[src/rtl/priority_encoder_stream.sv]
// Serialises an N-bit multi-hot request vector into one encoded index per output beat.
// Optional build macro PRIO_ENC_LSB_FIRST_EN reports lowest index first instead of highest.
module priority_encoder_stream #(
  parameter int N = 8,
  localparam int W = $clog2(N)
) (
  input  logic         clk,
  input  logic         rst,
  input  logic         e,
  input  logic         in_valid,
  output logic         in_ready,
  input  logic [N-1:0] x,
  output logic         out_valid,
  input  logic         out_ready,
  output logic [W-1:0] y,
  output logic         none,
  output logic         last
);

  typedef enum logic {IDLE = 1'b0, DRAIN = 1'b1} state_t;

  localparam logic [N-1:0] ONE = {{(N-1){1'b0}}, 1'b1};

  state_t       state_q, state_d;
  logic [N-1:0] pending_q, pending_d;
  logic         zero_q, zero_d;

  logic [W-1:0] sel_idx;
  logic         one_hot;

  // Priority select: later loop iterations override earlier ones, so the scan order sets the winner.
  always_comb begin
    sel_idx = '0;
`ifdef PRIO_ENC_LSB_FIRST_EN
    for (int i = N - 1; i >= 0; i--) begin
      if (pending_q[i]) begin
        sel_idx = i[W-1:0];
      end
    end
`else
    for (int i = 0; i < N; i++) begin
      if (pending_q[i]) begin
        sel_idx = i[W-1:0];
      end
    end
`endif
  end

  assign one_hot = (pending_q != '0) && ((pending_q & (pending_q - ONE)) == '0);

  always_comb begin
    state_d   = state_q;
    pending_d = pending_q;
    zero_d    = zero_q;
    in_ready  = 1'b0;
    out_valid = 1'b0;
    y         = '0;
    none      = 1'b0;
    last      = 1'b0;
    case (state_q)
      IDLE: begin
        in_ready = e;
        if (in_valid && e) begin
          pending_d = x;
          zero_d    = (x == '0);
          state_d   = DRAIN;
        end else begin
          state_d   = IDLE;
        end
      end
      DRAIN: begin
        out_valid = e;
        y         = zero_q ? '0 : sel_idx;
        none      = zero_q;
        last      = one_hot || zero_q;
        if (e && out_ready) begin
          if (last) begin
            pending_d = '0;
            zero_d    = 1'b0;
            state_d   = IDLE;
          end else begin
            // Retire the bit just reported; the next beat picks the following index.
            pending_d = pending_q & ~(ONE << sel_idx);
          end
        end else begin
          state_d   = DRAIN;
        end
      end
      default: begin
        state_d   = IDLE;
        pending_d = '0;
        zero_d    = 1'b0;
      end
    endcase
  end

  always_ff @(posedge clk or posedge rst) begin
    if (rst) begin
      state_q   <= IDLE;
      pending_q <= '0;
      zero_q    <= 1'b0;
    end else begin
      state_q   <= state_d;
      pending_q <= pending_d;
      zero_q    <= zero_d;
    end
  end

endmodule
[config.mk]
export PLATFORM = sky130hd
export DESIGN_NAME = priority_encoder_stream
export DESIGN_NICKNAME = d
export VERILOG_FILES = /design/src/rtl/priority_encoder_stream.sv
export SDC_FILE = /design/constraint.sdc
export NUM_CORES = 1
export LEC_CHECK = 0
export CAP_MARGIN = 20
export CORE_UTILIZATION = 45
export DETAILED_ROUTE_END_ITERATION = 6
export PLACE_DENSITY = 0.84
export SLEW_MARGIN = 20
export SYNTH_ARGS = -nofsm -noshare
export SYNTH_HDL_FRONTEND = slang
export SYNTH_SLANG_ARGS = --single-unit
[constraint.sdc]
create_clock -name clk -period 1.98 [get_ports clk]
set_input_delay 0.396 -clock clk [delete_from_list [all_inputs] [get_ports clk]]
set_output_delay 0.396 -clock clk [all_outputs]
set_load 0.03 [all_outputs]
Word-level counts from Yosys, hierarchy flattened
Index checks and enable logic that the tools add are counted.
- add/sub/neg operators: 1
- eq/ne operators: 3
- shift-type cells: 1
- mux-type cells: 25
- bitwise operators: 4
- reductions and logical operators: 9
- operators by type and width (cell ; number):
    $mux 3 ; 8
    $mux 8 ; 3
    $and 8x8->8 ; 2
    $logic_not 8->1 ; 2
    $pmux 8 s2 ; 1
    $mux 1 ; 11
    $not 8->8 ; 1
    $reduce_bool 8->1 ; 1
    $shl 1x3->8 const A ; 1
    $sub 8x1->8 const B ; 1
    $ne 2x1->1 const B ; 2
    $pmux 1 s2 ; 2
    $logic_and 1x1->1 ; 3
    $reduce_and 3->1 ; 1
    $ne 2x2->1 const B ; 1
    $reduce_and 2->1 ; 1
    $logic_or 1x1->1 ; 1
    $not 1->1 ; 1
- flip-flop bits (word level): 10
- logic and storage cells: 46

Depth between registers and ports, before layout
- word-level depth: 13
- mapped depth: 5
- mapped depth without buffers: 4

Worst setup path before layout
Ideal clock, no wire load.
- path kind: reg2out
- from: register pending_q[4]
- to: output port last
- data arrival time: 2.098 ns
- data required time: 1.584 ns
- path slack: -0.514 ns
- cell stages (with the launch flop): 4
- buffers on the path: 0
- cells stage by stage: dfrtp_1 > or4_4 > o2111a_1 > a311oi_1
- longest elaborated chain between the ends: 6
- elaborated cells on any way between the ends: 7
- classes of those cells: add/sub: 1; mux: 1; bitwise: 1; reduce/logical: 4
- RTL lines (item ; line ; text):
    from (decl) ; 25 ; logic [N-1:0] pending_q, pending_d;
    from (signal assigned) ; 104 ; pending_q <= pending_d;
    $sub 8x1->8 ; 49 ; assign one_hot = (pending_q != '0) && ((pending_q & (pending_q - ONE)) == '0);
    $and 8x8->8 ; 49 ;
    $logic_not 8->1 ; 49 ;
    $logic_and 1x1->1 (*) ; 49 ;
    $logic_or 1x1->1 (*) ; 75 ; last = one_hot || zero_q;
    $mux 1 (*) ; 60 ; case (state_q)
    to (decl) ; 17 ; output logic last
Mark *: on every way between the ends. The rest lies on a longest branch, timed or not.

Final worst setup path
- from: register pending_q[7]
- to: output port last
Same word-level chain as after synthesis.

==> impl_metrics.xml <==
<?xml version="1.0" encoding="UTF-8"?>
<metrics>
  <group name="setup_path">
    <metric name="timing_worst_setup_path_type" unit="">flop to output pin</metric>
    <metric name="crit_reg_reg_startpoint" unit="">pending_q[7]$_DFFE_PP0P_</metric>
    <metric name="timing.critical_path.fanout_max" unit="">2</metric>
    <metric name="kind_of_end_point_of_the_critical_path" unit="">output pin</metric>
    <metric name="r2r_cells" unit="">5</metric>
    <metric name="cp_slowest_cell" unit="">sky130_fd_sc_hd__or4_4</metric>
    <metric name="worst_setup_path_startpoint" unit="">pending_q[7]$_DFFE_PP0P_</metric>
    <metric name="cp_arrival" unit="ns">1.88</metric>
    <metric name="reg2reg_to" unit="">pending_q[1]$_DFFE_PP0P_</metric>
    <metric name="crit_end" unit="">last</metric>
    <metric name="crit_path_cell_trace" unit="">or4_4, o2111a_1, a311oi_4, buf_6</metric>
    <metric name="r2r_slack" unit="ns">0.32</metric>
    <metric name="critical-path-max-stage-delay" unit="ns">0.54</metric>
    <metric name="critPathRequiredTime" unit="ns">1.58</metric>
    <metric name="worst_setup_path_start_kind" unit="">flop</metric>
  </group>
  <group name="synthesis">
    <metric name="syn_area_per_cell" unit="µm²">8.426</metric>
    <metric name="seq_area_frac_synth" unit="">0.3759</metric>
    <metric name="synth.lib_cells_used.distinct" unit="">26</metric>
    <metric name="yosysWarnings" unit="">0</metric>
    <metric name="syn_inst" unit="">79</metric>
    <metric name="yosys_most_used_dff" unit="">sky130_fd_sc_hd__dfrtp_1</metric>
    <metric name="synthArstFlopShare" unit="">1.000</metric>
    <metric name="yosys_register_bits" unit="">10</metric>
    <metric name="syn-cell-area" unit="µm²">665.6</metric>
    <metric name="syn-num-nets" unit="">92</metric>
    <metric name="synth_enable_flop_cells" unit="">0</metric>
  </group>
  <group name="global_routing">
    <metric name="grt_first_pass_wirelength" unit="mm">2.925</metric>
    <metric name="grt_start_max_net_pins" unit="">11</metric>
    <metric name="grt_antenna_before_repair" unit="">0</metric>
    <metric name="grtUsageTotal" unit="">0.2851</metric>
    <metric name="overflow" unit="">0</metric>
    <metric name="grt_pass1_vias" unit="">684</metric>
  </group>
  <group name="floorplanning">
    <metric name="fp.dieW" unit="µm">40.46</metric>
    <metric name="initial_core_utilization" unit="">0.4991</metric>
    <metric name="fp.dieArea" unit="mm²">0.001637</metric>
    <metric name="die_height" unit="µm">40.46</metric>
    <metric name="core_area" unit="mm²">0.001334</metric>
    <metric name="ios" unit="">20</metric>
    <metric name="fp-row-count" unit="">13</metric>
  </group>
  <group name="finish">
    <metric name="instances_no_fill" unit="">126</metric>
    <metric name="syn2layout_area_growth" unit="%">53.57</metric>
    <metric name="fillers" unit="">97</metric>
    <metric name="layout.cells.most_common" unit="">sky130_fd_sc_hd__buf_4</metric>
    <metric name="antenna_cells_inserted" unit="">0</metric>
    <metric name="final_layout_size_suffix_gt1_frac" unit="">0.2793</metric>
    <metric name="layout.cells.most_common_list" unit="">sky130_fd_sc_hd__buf_4, sky130_fd_sc_hd__clkdlybuf4s50_1, sky130_fd_sc_hd__o21ai_0, sky130_fd_sc_hd__dfrtp_1, sky130_fd_sc_hd__nor2_1</metric>
    <metric name="final_net_count" unit="">125</metric>
  </group>
  <group name="clock_network">
    <metric name="clock_pin_slew_on_the_worst_setup_and_hold_paths" unit="ns">0.07</metric>
    <metric name="cts.htree.levels" unit="">1</metric>
    <metric name="clock_path_buffers" unit="">2</metric>
    <metric name="numCtsBuffers" unit="">3</metric>
    <metric name="cts.sinks" unit="">10</metric>
    <metric name="cts_tree" unit="">done</metric>
    <metric name="clk-insertion-delay-late" unit="ns">0.28</metric>
    <metric name="clock_tree.root_cell" unit="">sky130_fd_sc_hd__clkbuf_4</metric>
  </group>
  <group name="drt">
    <metric name="finalWirelength" unit="mm">1.992</metric>
    <metric name="drtAntennaViolNets" unit="">0</metric>
    <metric name="wire_per_inst" unit="µm">15.81</metric>
    <metric name="vias" unit="">748</metric>
    <metric name="dr.first_iter.drc_count" unit="">31</metric>
    <metric name="number_of_design_rule_violations_left_after_detail_routing" unit="">0</metric>
    <metric name="first_pass_iters" unit="">4</metric>
    <metric name="vias_per_cell" unit="">5.937</metric>
  </group>
  <group name="timing">
    <metric name="final.period_utilization" unit="">1.148</metric>
    <metric name="worst_slew_pin_slew" unit="ns">0.3972</metric>
    <metric name="final.setup_skew" unit="ns">0.0007661</metric>
    <metric name="fmax" unit="MHz">440.1</metric>
    <metric name="slew_violations" unit="">0</metric>
    <metric name="grt_setup_unrepaired" unit="">true</metric>
    <metric name="finalSetupTns" unit="ns">-0.2925</metric>
    <metric name="worst_slack" unit="ns">-0.2925</metric>
    <metric name="hold_viol" unit="">0</metric>
    <metric name="slew_headroom" unit="">0.7349</metric>
    <metric name="finalSetupViolCount" unit="">1</metric>
    <metric name="final.min_clock_period" unit="ns">2.272</metric>
  </group>
  <group name="placement">
    <metric name="hpwl" unit="mm">1.450</metric>
    <metric name="globalplace.congestion" unit="">0.8541</metric>
    <metric name="io_buffer_count" unit="">19</metric>
    <metric name="place_inst" unit="">121</metric>
  </group>
  <group name="power_and_ir_drop">
    <metric name="power.static_leakage" unit="nW">0.4533</metric>
    <metric name="peakVddDrop" unit="µV">875.0</metric>
    <metric name="power_density_over_the_cells" unit="mW/mm²">1458</metric>
  </group>
  <group name="worst_hold_path">
    <metric name="hold_path.class" unit="">input pin to asynchronous set/reset pin</metric>
  </group>
  <group name="run_status">
    <metric name="violations_in_the_final_reports" unit="">negative setup slack</metric>
    <metric name="status" unit="">complete, but fails checks</metric>
  </group>
  <group name="job">
    <metric name="max_capacitance_violation_total" unit="">0</metric>
  </group>
</metrics>
## registers in the layout, indices dropped and copies added, names as in the netlist
name and count:
state_q 1, pending_q 8, zero_q 1
## per-layer routing
layer	routed length (µm)	vias up	share of wire	GRT usage
met3	105	12	0.053	0.06667
li1	-	364	-	-
met2	926	32	0.46	0.4643
met1	865	340	0.43	0.3256
met4	94	0	0.047	0.1917
met5	0	-	0	0
## Yosys cell counts (2+ instances only)
cell	number	area (µm²)
sky130_fd_sc_hd__a21oi_1	5	25.02
sky130_fd_sc_hd__a22o_1	5	43.79
sky130_fd_sc_hd__and2_1	2	12.51
sky130_fd_sc_hd__clkbuf_1	4	15.01
sky130_fd_sc_hd__dfrtp_1	10	250.2
sky130_fd_sc_hd__inv_1	5	18.77
sky130_fd_sc_hd__nand2_1	2	7.510
sky130_fd_sc_hd__nand4_1	2	12.51
sky130_fd_sc_hd__nand4b_1	3	26.28
sky130_fd_sc_hd__nor2_1	8	30.03
sky130_fd_sc_hd__nor2b_1	2	12.51
sky130_fd_sc_hd__nor3_1	6	30.03
sky130_fd_sc_hd__nor4_1	3	18.77
sky130_fd_sc_hd__o21ai_0	10	50.05
## worst min path at each step
stage          cells after the start                       end
6_report                           2  pending_q[0]$_DFFE_PP0P_
5_1_grt                            2  pending_q[3]$_DFFE_PP0P_
4_1_cts                            2  pending_q[0]$_DFFE_PP0P_
3_5_place_dp                       1  pending_q[4]$_DFFE_PP0P_
3_3_place_gp                       1  pending_q[4]$_DFFE_PP0P_
2_1_floorplan                      1  pending_q[0]$_DFFE_PP0P_
## layout make-up
type	count	area (µm²)	share of cell area
timing repair buffer	33	284.0	0.2778
sequential	10	250.2	0.2448
clock buffer	4	36.28	0.03550
inverter	5	18.77	0.01836
multi-input combinational	59	414.1	0.4051
tap	15	18.77	0.01836
## critical path, delay by kind of cell, from the launching register on
family	cells	cell delay [ns]
and+or+nand+nor	1	0.54
DFF	1	0.38
buffers and inverters	1	0.17
AOI/OAI and AO/OA	2	0.51
## kinds of logic after synthesis
family / synth area share
compound gates: 0.2650
fa+ha+maj: 0.01504
buf+inv: 0.05826
flops: 0.3759
mux: 0.01504
simple gates: 0.2707
## report_power, final
| group | switching [W] | internal, W |
|---|---|---|
| registers | 0.0000509 | 0.000251 |
| clock network | 0.0000848 | 0.000112 |
| logic | 0.000507 | 0.000484 |
| total | 0.000643 | 0.000847 |
## timing repair
item / in CTS / in global routing
gates resized for setup: 4 / 3
pin swaps: 1 / 5
endpoints found under the setup margin: 3 / 3
buffers inserted: 1 / 1
hold buffers: 0 / 0
endpoints found under the hold margin: 0 / 0
## metrics by stage
stage	hold slack [ns]	setup WS (ns)	power (W)	area (µm²)	util
floorplan	0.2362	-0.04660	0.0008684	683.2	-
global placement	0.5561	0.02016	0.001187	957.2	0.7176
detailed placement	0.5533	-0.01563	0.001205	957.2	0.7176
CTS	0.4072	-0.2842	0.001451	1008	0.7561
global route	0.4377	-0.3513	0.001571	1022	0.7664
finish	0.3888	-0.2925	0.001490	1022	0.7664
Note: power is estimated with default switching activity, not from simulation.
